**src/rtl/sram_like_arbiter_pkg.sv**
```systemverilog
// Shared encodings and elaboration helpers for the SRAM-like N:1 request arbiter.
package sram_like_arbiter_pkg;

  typedef enum logic [1:0] {
    SZ_BYTE = 2'd0,
    SZ_HALF = 2'd1,
    SZ_WORD = 2'd2
  } size_e;

  localparam int ARB_FIXED = 0;
  localparam int ARB_RR    = 1;

  function automatic int clog2(input int value);
    int result;
    result = 0;
    for (int v = value - 1; v > 0; v = v >> 1) result++;
    return result;
  endfunction

endpackage

```
**src/rtl/sram_like_order_fifo.sv**
```systemverilog
// In-order channel-ID FIFO: records which master owns each accepted request so
// responses can be routed back in slave order.
module sram_like_order_fifo
  import sram_like_arbiter_pkg::*;
#(
  parameter  int W     = 1,
  parameter  int DEPTH = 4,
  localparam int AW    = clog2(DEPTH)
) (
  input  logic          clk,
  input  logic          resetn,
  input  logic          i_push,
  input  logic          i_pop,
  input  logic [W-1:0]  i_din,
  output logic [W-1:0]  o_dout,
  output logic          o_full,
  output logic          o_empty,
  output logic [AW:0]   o_count
);

  // Pointers carry one extra MSB so full and empty are distinguishable.
  logic [AW:0]  r_wr_ptr;
  logic [AW:0]  r_rd_ptr;
  logic [W-1:0] r_mem [DEPTH];
  logic         w_do_push;
  logic         w_do_pop;

  assign o_empty   = (r_wr_ptr == r_rd_ptr);
  assign o_full    = (r_wr_ptr[AW] != r_rd_ptr[AW]) && (r_wr_ptr[AW-1:0] == r_rd_ptr[AW-1:0]);
  assign o_count   = r_wr_ptr - r_rd_ptr;
  assign o_dout    = r_mem[r_rd_ptr[AW-1:0]];
  assign w_do_push = i_push && !o_full;
  assign w_do_pop  = i_pop && !o_empty;

  // NOTE: sequential state uses non-blocking assignments only.
  always_ff @(posedge clk or negedge resetn) begin
    if (!resetn) begin
      r_wr_ptr <= '0;
      r_rd_ptr <= '0;
    end else begin
      if (w_do_push) r_wr_ptr <= r_wr_ptr + 1'b1;
      if (w_do_pop)  r_rd_ptr <= r_rd_ptr + 1'b1;
    end
  end

  // NOTE: storage needs no reset; the pointers alone define which entries are valid.
  always_ff @(posedge clk) begin
    if (w_do_push) r_mem[r_wr_ptr[AW-1:0]] <= i_din;
  end

endmodule

```
**src/rtl/sram_like_arbiter.sv**
```systemverilog
// N-master to 1-slave arbiter for the SRAM-like req/addr_ok/data_ok protocol,
// with request locking until acceptance and in-order response routing.
module sram_like_arbiter
  import sram_like_arbiter_pkg::*;
#(
  parameter  int N_CH     = 2,
  parameter  int ADDR_W   = 32,
  parameter  int DATA_W   = 32,
  parameter  int MAX_OUT  = 4,
  parameter  int ARB_MODE = ARB_FIXED,
  localparam int CH_W     = (N_CH > 1) ? clog2(N_CH) : 1,
  localparam int STRB_W   = DATA_W / 8,
  localparam int CNT_W    = clog2(MAX_OUT) + 1
) (
  input  logic                     clk,
  input  logic                     resetn,
  input  logic [N_CH-1:0]          m_req,
  input  logic [N_CH-1:0]          m_wr,
  input  logic [2*N_CH-1:0]        m_size,
  input  logic [N_CH*STRB_W-1:0]   m_wstrb,
  input  logic [N_CH*ADDR_W-1:0]   m_addr,
  input  logic [N_CH*DATA_W-1:0]   m_wdata,
  output logic [N_CH-1:0]          m_addr_ok,
  output logic [N_CH-1:0]          m_data_ok,
  output logic [DATA_W-1:0]        m_rdata,
  output logic                     s_req,
  output logic                     s_wr,
  output logic [1:0]               s_size,
  output logic [STRB_W-1:0]        s_wstrb,
  output logic [ADDR_W-1:0]        s_addr,
  output logic [DATA_W-1:0]        s_wdata,
  input  logic                     s_addr_ok,
  input  logic                     s_data_ok,
  input  logic [DATA_W-1:0]        s_rdata,
  output logic [CNT_W-1:0]         outstanding,
  output logic                     err_unexp
);

  logic              r_lock_valid;
  logic [CH_W-1:0]   r_lock_ch;
  logic [CH_W-1:0]   r_rr_ptr;
  logic              r_err_unexp;

  logic              w_any;
  logic [CH_W-1:0]   w_grant;
  logic              w_accept;
  logic              w_pop;
  logic              w_fifo_full;
  logic              w_fifo_empty;
  logic [CH_W-1:0]   w_head;

  logic [ADDR_W-1:0] w_addr_ch  [N_CH];
  logic [DATA_W-1:0] w_wdata_ch [N_CH];
  logic [STRB_W-1:0] w_wstrb_ch [N_CH];
  logic [1:0]        w_size_ch  [N_CH];

  for (genvar i = 0; i < N_CH; i++) begin : g_chan
    assign w_addr_ch[i]  = m_addr[i*ADDR_W +: ADDR_W];
    assign w_wdata_ch[i] = m_wdata[i*DATA_W +: DATA_W];
    assign w_wstrb_ch[i] = m_wstrb[i*STRB_W +: STRB_W];
    assign w_size_ch[i]  = m_size[2*i +: 2];
    assign m_addr_ok[i]  = w_accept && (w_grant == CH_W'(i));
    assign m_data_ok[i]  = w_pop && (w_head == CH_W'(i));
  end

  // Scan from lowest to highest priority so the last requester found wins.
  always_comb begin
    logic [CH_W-1:0] idx;
    w_any   = r_lock_valid;
    w_grant = r_lock_ch;
    idx     = '0;
    if (!r_lock_valid) begin
      for (int k = N_CH; k >= 1; k--) begin
        idx = (ARB_MODE == ARB_RR) ? CH_W'((int'(r_rr_ptr) + k) % N_CH) : CH_W'(k - 1);
        if (m_req[idx]) begin
          w_any   = 1'b1;
          w_grant = idx;
        end
      end
    end
  end

  // Full blocks new requests even on a popping cycle, keeping s_req off the pop path.
  assign s_req     = w_any && !w_fifo_full;
  assign w_accept  = s_req && s_addr_ok;
  assign w_pop     = s_data_ok && !w_fifo_empty;
  assign m_rdata   = s_rdata;
  assign err_unexp = r_err_unexp;

  // NOTE: every output of a combinational block gets a default first, so no latch is inferred.
  always_comb begin
    s_wr    = 1'b0;
    s_size  = '0;
    s_wstrb = '0;
    s_addr  = '0;
    s_wdata = '0;
    if (s_req) begin
      s_wr    = m_wr[w_grant];
      s_size  = w_size_ch[w_grant];
      s_wstrb = w_wstrb_ch[w_grant];
      s_addr  = w_addr_ch[w_grant];
      s_wdata = w_wdata_ch[w_grant];
    end
  end

  always_ff @(posedge clk or negedge resetn) begin
    if (!resetn) begin
      r_lock_valid <= 1'b0;
      r_lock_ch    <= '0;
      r_rr_ptr     <= CH_W'(N_CH - 1);
      r_err_unexp  <= 1'b0;
    end else begin
      if (w_accept) begin
        r_lock_valid <= 1'b0;
      end else if (s_req) begin
        r_lock_valid <= 1'b1;
        r_lock_ch    <= w_grant;
      end
      if (w_accept && (ARB_MODE == ARB_RR)) r_rr_ptr <= w_grant;
      if (s_data_ok && w_fifo_empty) r_err_unexp <= 1'b1;
    end
  end

  sram_like_order_fifo #(
    .W     (CH_W),
    .DEPTH (MAX_OUT)
  ) u_order_fifo (
    .clk     (clk),
    .resetn  (resetn),
    .i_push  (w_accept),
    .i_pop   (w_pop),
    .i_din   (w_grant),
    .o_dout  (w_head),
    .o_full  (w_fifo_full),
    .o_empty (w_fifo_empty),
    .o_count (outstanding)
  );

endmodule
```
**config.mk**
```make
export PLATFORM = sky130hd
export DESIGN_NAME = sram_like_arbiter
export DESIGN_NICKNAME = d
export VERILOG_FILES = /design/src/rtl/sram_like_arbiter_pkg.sv /design/src/rtl/sram_like_order_fifo.sv /design/src/rtl/sram_like_arbiter.sv
export SDC_FILE = /design/constraint.sdc
export NUM_CORES = 1
export LEC_CHECK = 0
export CORE_AREA = 4 4 111 113
export DETAILED_ROUTE_END_ITERATION = 8
export DIE_AREA = 0 0 115 117
export PLACE_DENSITY = 0.68
export SYNTH_ARGS = -nofsm -noshare
export SYNTH_HDL_FRONTEND = slang
export SYNTH_SLANG_ARGS = --single-unit
```
**constraint.sdc**
```tcl
create_clock -name clk -period 3.67 [get_ports clk]
set_input_delay 0.367 -clock clk [delete_from_list [all_inputs] [get_ports clk]]
set_output_delay 0.367 -clock clk [all_outputs]
set_load 0.01 [all_outputs]
```
Yosys cells after proc, flatten, opt, wreduce, memory -nomap -nowiden:

Memory sizes are Yosys's and may differ from the RTL's.
Index checks and enable logic that the tools add are counted.

* register bits: 9
* RAM bits: 4
* input port bits: 180
* output and inout bits: 112
* memories kept: 1

Memories
* u_order_fifo.r_mem: words 4, width 1, rd ports 1, clocked after memory_dff 0, write ports 1, RTL line sram_like_order_fifo.sv:24 `logic [W-1:0] r_mem [DEPTH];`

* add/sub/neg operators: 3
* $lt $le $gt $ge: 2
* equality and inequality tests: 3
* muxes and demuxes: 29
* bitwise operators: 4
* reduce and logical (&&, ||, !) cells: 15

Operators with widths (number)
* 2-to-1 mux 32 bit: 8
* 2-to-1 mux 4 bit: 4
* 2-to-1 mux 1 bit: 13
* logical AND 1 bit: 11
* 2-to-1 mux 2 bit: 4
* adder 3 x 1 -> 3 bit (second input constant): 2
* == test 3 bit: 1
* inverter 1 bit: 3
* subtractor 3 bit: 1
* == test 2 bit: 1
* greater-or-equal comparator 2 bit (second input constant): 1
* zero test 1 bit: 2
* less-than comparator 1 x 2 -> 1 bit (second input constant): 1
* inverter 1 -> 2 bit: 1
* AND reduction 2 bit: 1
* nonzero test 2 bit: 1
* inequality test 1 bit: 1

Depth between registers and ports, before layout:

Gate-level depths: netlist (run 1).

* depth after elaboration: 8
* gate-level depth with buffers: 7
* depth with buffers taken out: 7

Cells and area by module:

Synthesis (run 1) repeated with hierarchy kept, for this count alone.

* cell total of the unflattened synthesis: 356
* area total of the unflattened synthesis: 3146.8 um^2

Modules (own cells, without submodules)
* sram_like_arbiter: instances 1, cells each 306, area each 2542.4 um^2, sequential area each 75.1 um^2
* sram_like_order_fifo: instances 1, cells each 50, area each 604.3 um^2, sequential area each 270.3 um^2

Least setup slack after synthesis (run 1):

OpenSTA, ideal clock, no wires.

* kind: reg-to-output
* from: register u_order_fifo.r_wr_ptr[0]
* to: output port s_addr[0]
* data arrival time: 1.537 ns
* data required time: 3.303 ns
* path slack: 1.766 ns
* cell stages (with the launch flop): 8
* buffers on the path: 2
* cells stage by stage: dfrtp_1 > inv_1 > ha_1 > nand2_1 > o32ai_4 > buf_4 > buf_4 > a21oi_1

* word-level cells in the longest chain between the ends: 5

Ends and longest elaborated chain
* start, declared: RTL line sram_like_order_fifo.sv:22 `logic [AW:0] r_wr_ptr;`
* start signal, assigned: RTL line sram_like_order_fifo.sv:41 `if (w_do_push) r_wr_ptr <= r_wr_ptr + 1'b1;`
* == test 2 bit: RTL line sram_like_order_fifo.sv:29 `assign o_full = (r_wr_ptr[AW] != r_rd_ptr[AW]) && (r_wr_ptr[AW-1:0] == r_rd_ptr[AW-1:0]);`
* logical AND 1 bit: RTL line sram_like_order_fifo.sv:29
* zero test 1 bit: RTL line sram_like_arbiter.sv:84 `assign s_req = w_any && !w_fifo_full;`
* logical AND 1 bit: RTL line sram_like_arbiter.sv:84
* 2-to-1 mux 32 bit: RTL line sram_like_arbiter.sv:97 `if (s_req) begin`
* end, declared: RTL line sram_like_arbiter.sv:30 `output logic [ADDR_W-1:0] s_addr,`

Every way passes these cells.

Worst setup path in the final report (run 1):

* from: input port m_req[1]
* to: output port s_wdata[15]

* word-level cells in the longest chain between the ends: 8

Ends and longest elaborated chain
* start, declared: RTL line sram_like_arbiter.sv:17 `input logic [N_CH-1:0] m_req,`
* 2-to-1 mux 1 bit (2 in series): RTL line sram_like_arbiter.sv:75 `if (m_req[idx]) begin`
* 2-to-1 mux 1 bit: RTL line sram_like_arbiter.sv:72 `if (!r_lock_valid) begin`
* inverter 1 -> 2 bit (not written as such): RTL line sram_like_arbiter.sv:102 `s_wdata = w_wdata_ch[w_grant];`
* 2-to-1 mux 32 bit (not written as such) (3 in series): RTL line sram_like_arbiter.sv:102
* 2-to-1 mux 32 bit *: RTL line sram_like_arbiter.sv:97
* end, declared: RTL line sram_like_arbiter.sv:31 `output logic [DATA_W-1:0] s_wdata,`

Every way passes the cells marked *; elsewhere a longest branch is shown, timed or not. The select of a mux whose other input is x is not followed.

==> flow_summary.toml, run 1 <==
[outcome]
status = "completed"

[synthesis]
synth-compound-area-share_pct = 20.9
syn_inst = 328
synthMuxAreaShare_pct = 2.42
yosys.area_share.simple_pct = 30.1
syn_area_per_cell_sq_um = 6.15
seq_area_frac_synth_pct = 17.1
ys_types = 29
ys_warn_count = 0
yosys.area_share.adder_pct = 5.33
syn_nets = 516
ys_ff_latch = 13
synth_xor_area_share_pct = 3.41
synth_top_family_by_area = "simple AND/OR/NAND/NOR gates"
syn-cell-area_sq_um = 2020

[sta]
max_slew_margin_pct = 72.1
hold_violations = 0
setup_tns_ns = 0
fin_crit_sh_pct = 83.2
timing.fmax_ghz = 0.328
period_needed_ns = 3.05
fin_skew_ns = 0.000558
rsz0062_at_grt = "no"
setup_violations = 0
maxSlewViolCount = 0
setup_slack_ns = 0.618
tightestPinTransition_ns = 0.417

[setup_path]
required_ns = 3.30
critPathMaxStageDelay_ns = 0.61
cp.arrival_ns = 2.68
critical_path_buf_inv_count = 4
crit_path_start_kind = "input port"
path_class = "input port to primary output"
path_cells = "clkdlybuf4s50_1, nor2b_1, o22ai_4, inv_2, buf_4, nand2_1, a21oi_1, clkdlybuf4s50_1"
critPathSlowestCell = "clkdlybuf4s50_1"
end_kind = "primary output"
cp_top_family = "buffers and inverters"
crit_top_cell = "clkdlybuf4s50_1"
cp_max_fo = 40

[finish]
drive_gt1_share_pct = 3.54
nNetsFinal = 698
layout_common_cells = "clkdlybuf4s50_1 (227), nand2_1 (143), a21oi_1 (71)"
num_antenna_cells = 0
area_growth_pct = 109
fillers = 1211
final_common_cell = "clkdlybuf4s50_1"

[floorplanning]
die-area_sq_um = 13500
rows = 39
die_w_microns = 115
core_sq_um = 11300
dieHeight_microns = 117
initial_core_util_pct = 17.8
io_pins = 292

[clock_tree]
cts_buffer_depth = 2
cts_buffers = 3
clkSinkCount = 13
cts.reportedPaths.clkPinSlew_ns = 0.04
htreeDepth = 1
post_cts_resize_count = 0
post_cts_buffers = 0
cts-root-buf = "clkbuf_16"
insertion_delay_ns = 0.24
ctsHoldBuffers = 0
cts_tree = "yes"

[run]
maxCapViolCount = 0

[placement]
place.gp.congestion = 0.809
place_ws_ns = 0.632
post-dp-hpwl_mm = 8.04
placement.io_buffers = 227

[global_routing]
grt_pass1_vias = 2865
grt_max_degree = 74
antenna_found_initial = 0
grt_pass1_wl_mm = 14.0
grt_overflow_total = 0
grt.total_usage_pct = 12.8

[detailed_routing]
detail_route.first_pass.iterations = 4
vias = 2818
drc = 0
avgRoutedWirePerCell_microns = 15.4
wirelength_mm = 10.0
ant_nets = 0
drt_iter0_drc = 158
viasPerCell = 4.32

[min_path]
hold_class = "input port to asynchronous set/reset pin"

[power]
power_density_nw_per_um2 = 832
vdd_drop_max_uv = 478
power.leakage_nw = 1.71
power.total_w = 0.00352
-- cell type report --
| class | count | area (sq um) | area share, % |
|---|---|---|---|
| multi-input cells | 251 | 1270 | 30.0 |
| inverters | 9 | 33.8 | 0.799 |
| well taps | 143 | 179 | 4.23 |
| flip-flops and latches | 13 | 345 | 8.17 |
| clock buffers | 4 | 78.8 | 1.87 |
| repair buffers | 232 | 2320 | 54.9 |
-- kinds of logic after synthesis --
family / after synthesis
flip-flops: 13
AND/OR/NAND/NOR: 155
adder cells (fa/ha/maj): 8
multiplexers: 3
AO/OA/AOI/OAI: 78
XOR/XNOR: 7
buffers and inverters: 64
-- Yosys cell counts, drive strengths merged --
cell type | number | share of area (%)
nand2 | 144 | 27
a21oi | 71 | 18
buf | 49 | 18
dfrtp | 9 | 11
inv | 9 | 1.7
ha | 7 | 4.3
clkbuf | 6 | 1.1
and3 | 4 | 1.5
edfxtp | 4 | 6.0
nor2 | 4 | 0.74
xnor2 | 4 | 2.1
o21ai | 3 | 0.74
xor2 | 3 | 1.3
mux2 | 2 | 1.3
nor2b | 2 | 0.62
a41o | 1 | 0.50
fa | 1 | 0.99
mux4 | 1 | 1.1
nand4 | 1 | 0.31
o22ai | 1 | 0.31
o31ai | 1 | 0.37
o32ai | 1 | 1.4
-- registers in the layout, summed over array words and instances, names as in the netlist --
name                   cells
err_unexp                  1
r_lock_ch                  1
r_lock_valid               1
u_order_fifo.r_mem         4
u_order_fifo.r_rd_ptr      3
u_order_fifo.r_wr_ptr      3
-- final timing paths --
| path | startpoint | endpoint | slack (ns) | cells after the start |
|---|---|---|---|---|
| min in group clk | err_unexp$_DFFE_PN0P_ | err_unexp$_DFFE_PN0P_ | 0.47 | 1 |
| setup reg to reg | u_order_fifo.r_wr_ptr[0]$_DFFE_PN0P_ | u_order_fifo.r_wr_ptr[1]$_DFFE_PN0P_ | 1.46 | 8 |
| hold / removal | resetn | u_order_fifo.r_wr_ptr[1]$_DFFE_PN0P_ | 0.43 | 1 |
| hold reg to reg | err_unexp$_DFFE_PN0P_ | err_unexp$_DFFE_PN0P_ | 0.47 | 1 |
| setup / recovery | m_req[1] | s_wdata[15] | 0.62 | 8 |
| max in group asynchronous | resetn | r_lock_ch$_DFFE_PN0P_ | 2.95 | 1 |
-- power by group --
group | switching [W] | internal [W] | leakage [nW]
combinational | 0.00147 | 0.00155 | 1.53
sequential | 0.0000773 | 0.000220 | 0.141
clock | 0.0000561 | 0.000146 | 0.0382
-- metal layers --
layer  share of wire, %  vias to the layer above  track usage, %
li1                   -                     1387               -
met1                 40                     1261            15.1
met2                 48                      148            22.8
met3                 11                       22            3.91
met4                1.6                        0            2.97
met5                  0                        -               0
-- per-stage QoR --
stage	hold slack [ns]	std cells	instance area (sq um)	util, %
floorplan	0.0714	328	2020	-
global placement	0.452	648	4150	36.6
detailed placement	0.458	648	4150	36.6
CTS	0.439	652	4230	37.3
global route	0.468	652	4230	37.3
finish	0.432	652	4230	37.3
Note: power is estimated with default switching activity, not from simulation.
==> inputs of run 2 (changes only) <==
--- a/config.mk
+++ b/config.mk
@@ -5,10 +5,10 @@
 export SDC_FILE = /design/constraint.sdc
 export NUM_CORES = 1
 export LEC_CHECK = 0
-export CORE_AREA = 4 4 111 113
+export CORE_AREA = 4 4 112 114
 export DETAILED_ROUTE_END_ITERATION = 8
-export DIE_AREA = 0 0 115 117
-export PLACE_DENSITY = 0.68
+export DIE_AREA = 0 0 116 118
+export PLACE_DENSITY = 0.67
 export SYNTH_ARGS = -nofsm -noshare
 export SYNTH_HDL_FRONTEND = slang
 export SYNTH_SLANG_ARGS = --single-unit
==> constraint.sdc (replaced) <==
create_clock -name clk -period 2.9 [get_ports clk]
set_input_delay 0.29 -clock clk [delete_from_list [all_inputs] [get_ports clk]]
set_output_delay 0.29 -clock clk [all_outputs]
set_load 0.01 [all_outputs]
==> flow_summary.toml, run 2 (synthesis results as in run 1) <==
[outcome]
status = "completed"

[finish]
final_common_cell = "clkdlybuf4s50_1"
num_antenna_cells = 0
largest_reg_flops = 4
layout_common_cells = "clkdlybuf4s50_1 (227), nand2_1 (143), a21oi_1 (71)"
area_growth_pct = 111
nNetsFinal = 698
drive_gt1_share_pct = 3.54

[setup_path]
cp_max_fo = 31
end_kind = "primary output"
r2r_slack_ns = 1.02
r2r_end = "u_order_fifo.r_rd_ptr[1]$_DFFE_PN0P_"
crit_path_start_kind = "flop"
r2r-start = "u_order_fifo.r_wr_ptr[0]$_DFFE_PN0P_"
required_ns = 2.61
cp.arrival_ns = 2.46
r2r_cells = 5
path_class = "flop to primary output"

[clock_tree]
post_cts_buffers = 0
insertion_delay_ns = 0.24
ctsHoldBuffers = 0
cts-root-buf = "clkbuf_16"
cts_tree = "yes"
clkSinkCount = 13
cts.reportedPaths.clkPinSlew_ns = 0.04
cts_buffer_depth = 2
cts_buffers = 3
htreeDepth = 1
post_cts_resize_count = 0

[sta]
setup_tns_ns = 0
max_slew_margin_pct = 71.6
fin_skew_ns = 0.000585
rsz0062_at_grt = "no"
hold_violations = 0
setup_violations = 0
timing.fmax_ghz = 0.364
fin_crit_sh_pct = 94.8
period_needed_ns = 2.75
setup_slack_ns = 0.150
maxSlewViolCount = 0
tightestPinTransition_ns = 0.423

[power]
combPwrFrac_pct = 86.0
p_clk_share_pct = 5.7
switching_share_pct = 45.8
intPower_w = 0.00247
power_density_nw_per_um2 = 1070
seqPwrFrac_pct = 8.3
vdd_drop_max_uv = 479
power.leakage_nw = 1.72
power.switching_w = 0.00209

[detailed_routing]
detail_route.first_pass.iterations = 4
vias = 2837
drt_iter0_drc = 141
viasPerCell = 4.35
ant_nets = 0
drc = 0
avgRoutedWirePerCell_microns = 15.9
wirelength_mm = 10.4

[floorplanning]
rows = 39
io_pins = 292
core_sq_um = 11400
die_w_microns = 116
die-area_sq_um = 13700
dieHeight_microns = 118
initial_core_util_pct = 17.7

[placement]
place_ws_ns = 0.187
place.gp.congestion = 0.811
post-dp-hpwl_mm = 8.29
placement.io_buffers = 227

[min_path]
hold_class = "input port to asynchronous set/reset pin"

[global_routing]
grt.total_usage_pct = 13.9
grt_pass1_wl_mm = 15.5
grt_overflow_total = 0
antenna_found_initial = 0
grt_pass1_vias = 2966
grt_max_degree = 74

[run]
maxCapViolCount = 0
-- run 2: area by class of cell --
cell class                      count  area (sq um)
Multi-Input combinational cell    251          1270
Tap cell                          143           179
Timing Repair Buffer              232          2350
Fill cell                        1162          7170
Inverter                            9          33.8
Clock buffer                        4          78.8
Sequential cell                    13           345
-- run 2: stage by stage --
step	utilization [%]	hold WS (ns)	total power, W	cell area [sq um]	instances
6_report	37.2	0.355	0.00456	4250	652
5_1_grt	37.2	0.395	0.00491	4250	652
4_1_cts	37.2	0.366	0.00464	4250	652
3_5_place_dp	36.5	0.459	0.00434	4170	648
3_3_place_gp	36.5	0.452	0.00431	4170	648
2_1_floorplan	-	-0.00559	0.00230	2020	328
-- run 2: how the worst max path moves through the flow --
stage                                    startpoint    endpoint  slack (ns)  depth (start not counted)
2_1_floorplan  u_order_fifo.r_wr_ptr[0]$_DFFE_PN0P_   s_addr[0]        1.07                          7
3_3_place_gp                               m_req[0]  s_wdata[3]        0.21                          7
3_5_place_dp                               m_req[0]  s_wdata[3]        0.19                          7
4_1_cts        u_order_fifo.r_wr_ptr[0]$_DFFE_PN0P_  s_wdata[4]        0.13                          7
5_1_grt        u_order_fifo.r_wr_ptr[0]$_DFFE_PN0P_   s_addr[9]       0.008                          7
6_report       u_order_fifo.r_wr_ptr[0]$_DFFE_PN0P_  s_wdata[4]        0.15                          7
-- run 2: worst max-delay path, stage by stage (launching register included) --
cell             delay, ns
dfrtp_1               0.42
inv_1                 0.12
ha_1                  0.35
nand2_1               0.12
o32ai_4               0.18
buf_4                 0.39
a21oi_1               0.09
clkdlybuf4s50_1       0.52
-- run 2: power groups by stage --
stage	combinational, W	clock, W	sequential, W
3_5_place_dp	0.00396	0	0.000383
6_report	0.00392	0.000261	0.000379
4_1_cts	0.00399	0.000264	0.000382
2_1_floorplan	0.00195	0	0.000352
5_1_grt	0.00425	0.000272	0.000393
3_3_place_gp	0.00393	0	0.000374
-- run 2: metal layers --
metal	global-route usage, %	vias up	routed length [microns]
met5	0	-	0
met4	4.93	0	333
met3	5.14	35	1280
met1	16.5	1249	4050
met2	22.7	164	4720
li1	-	1389	-
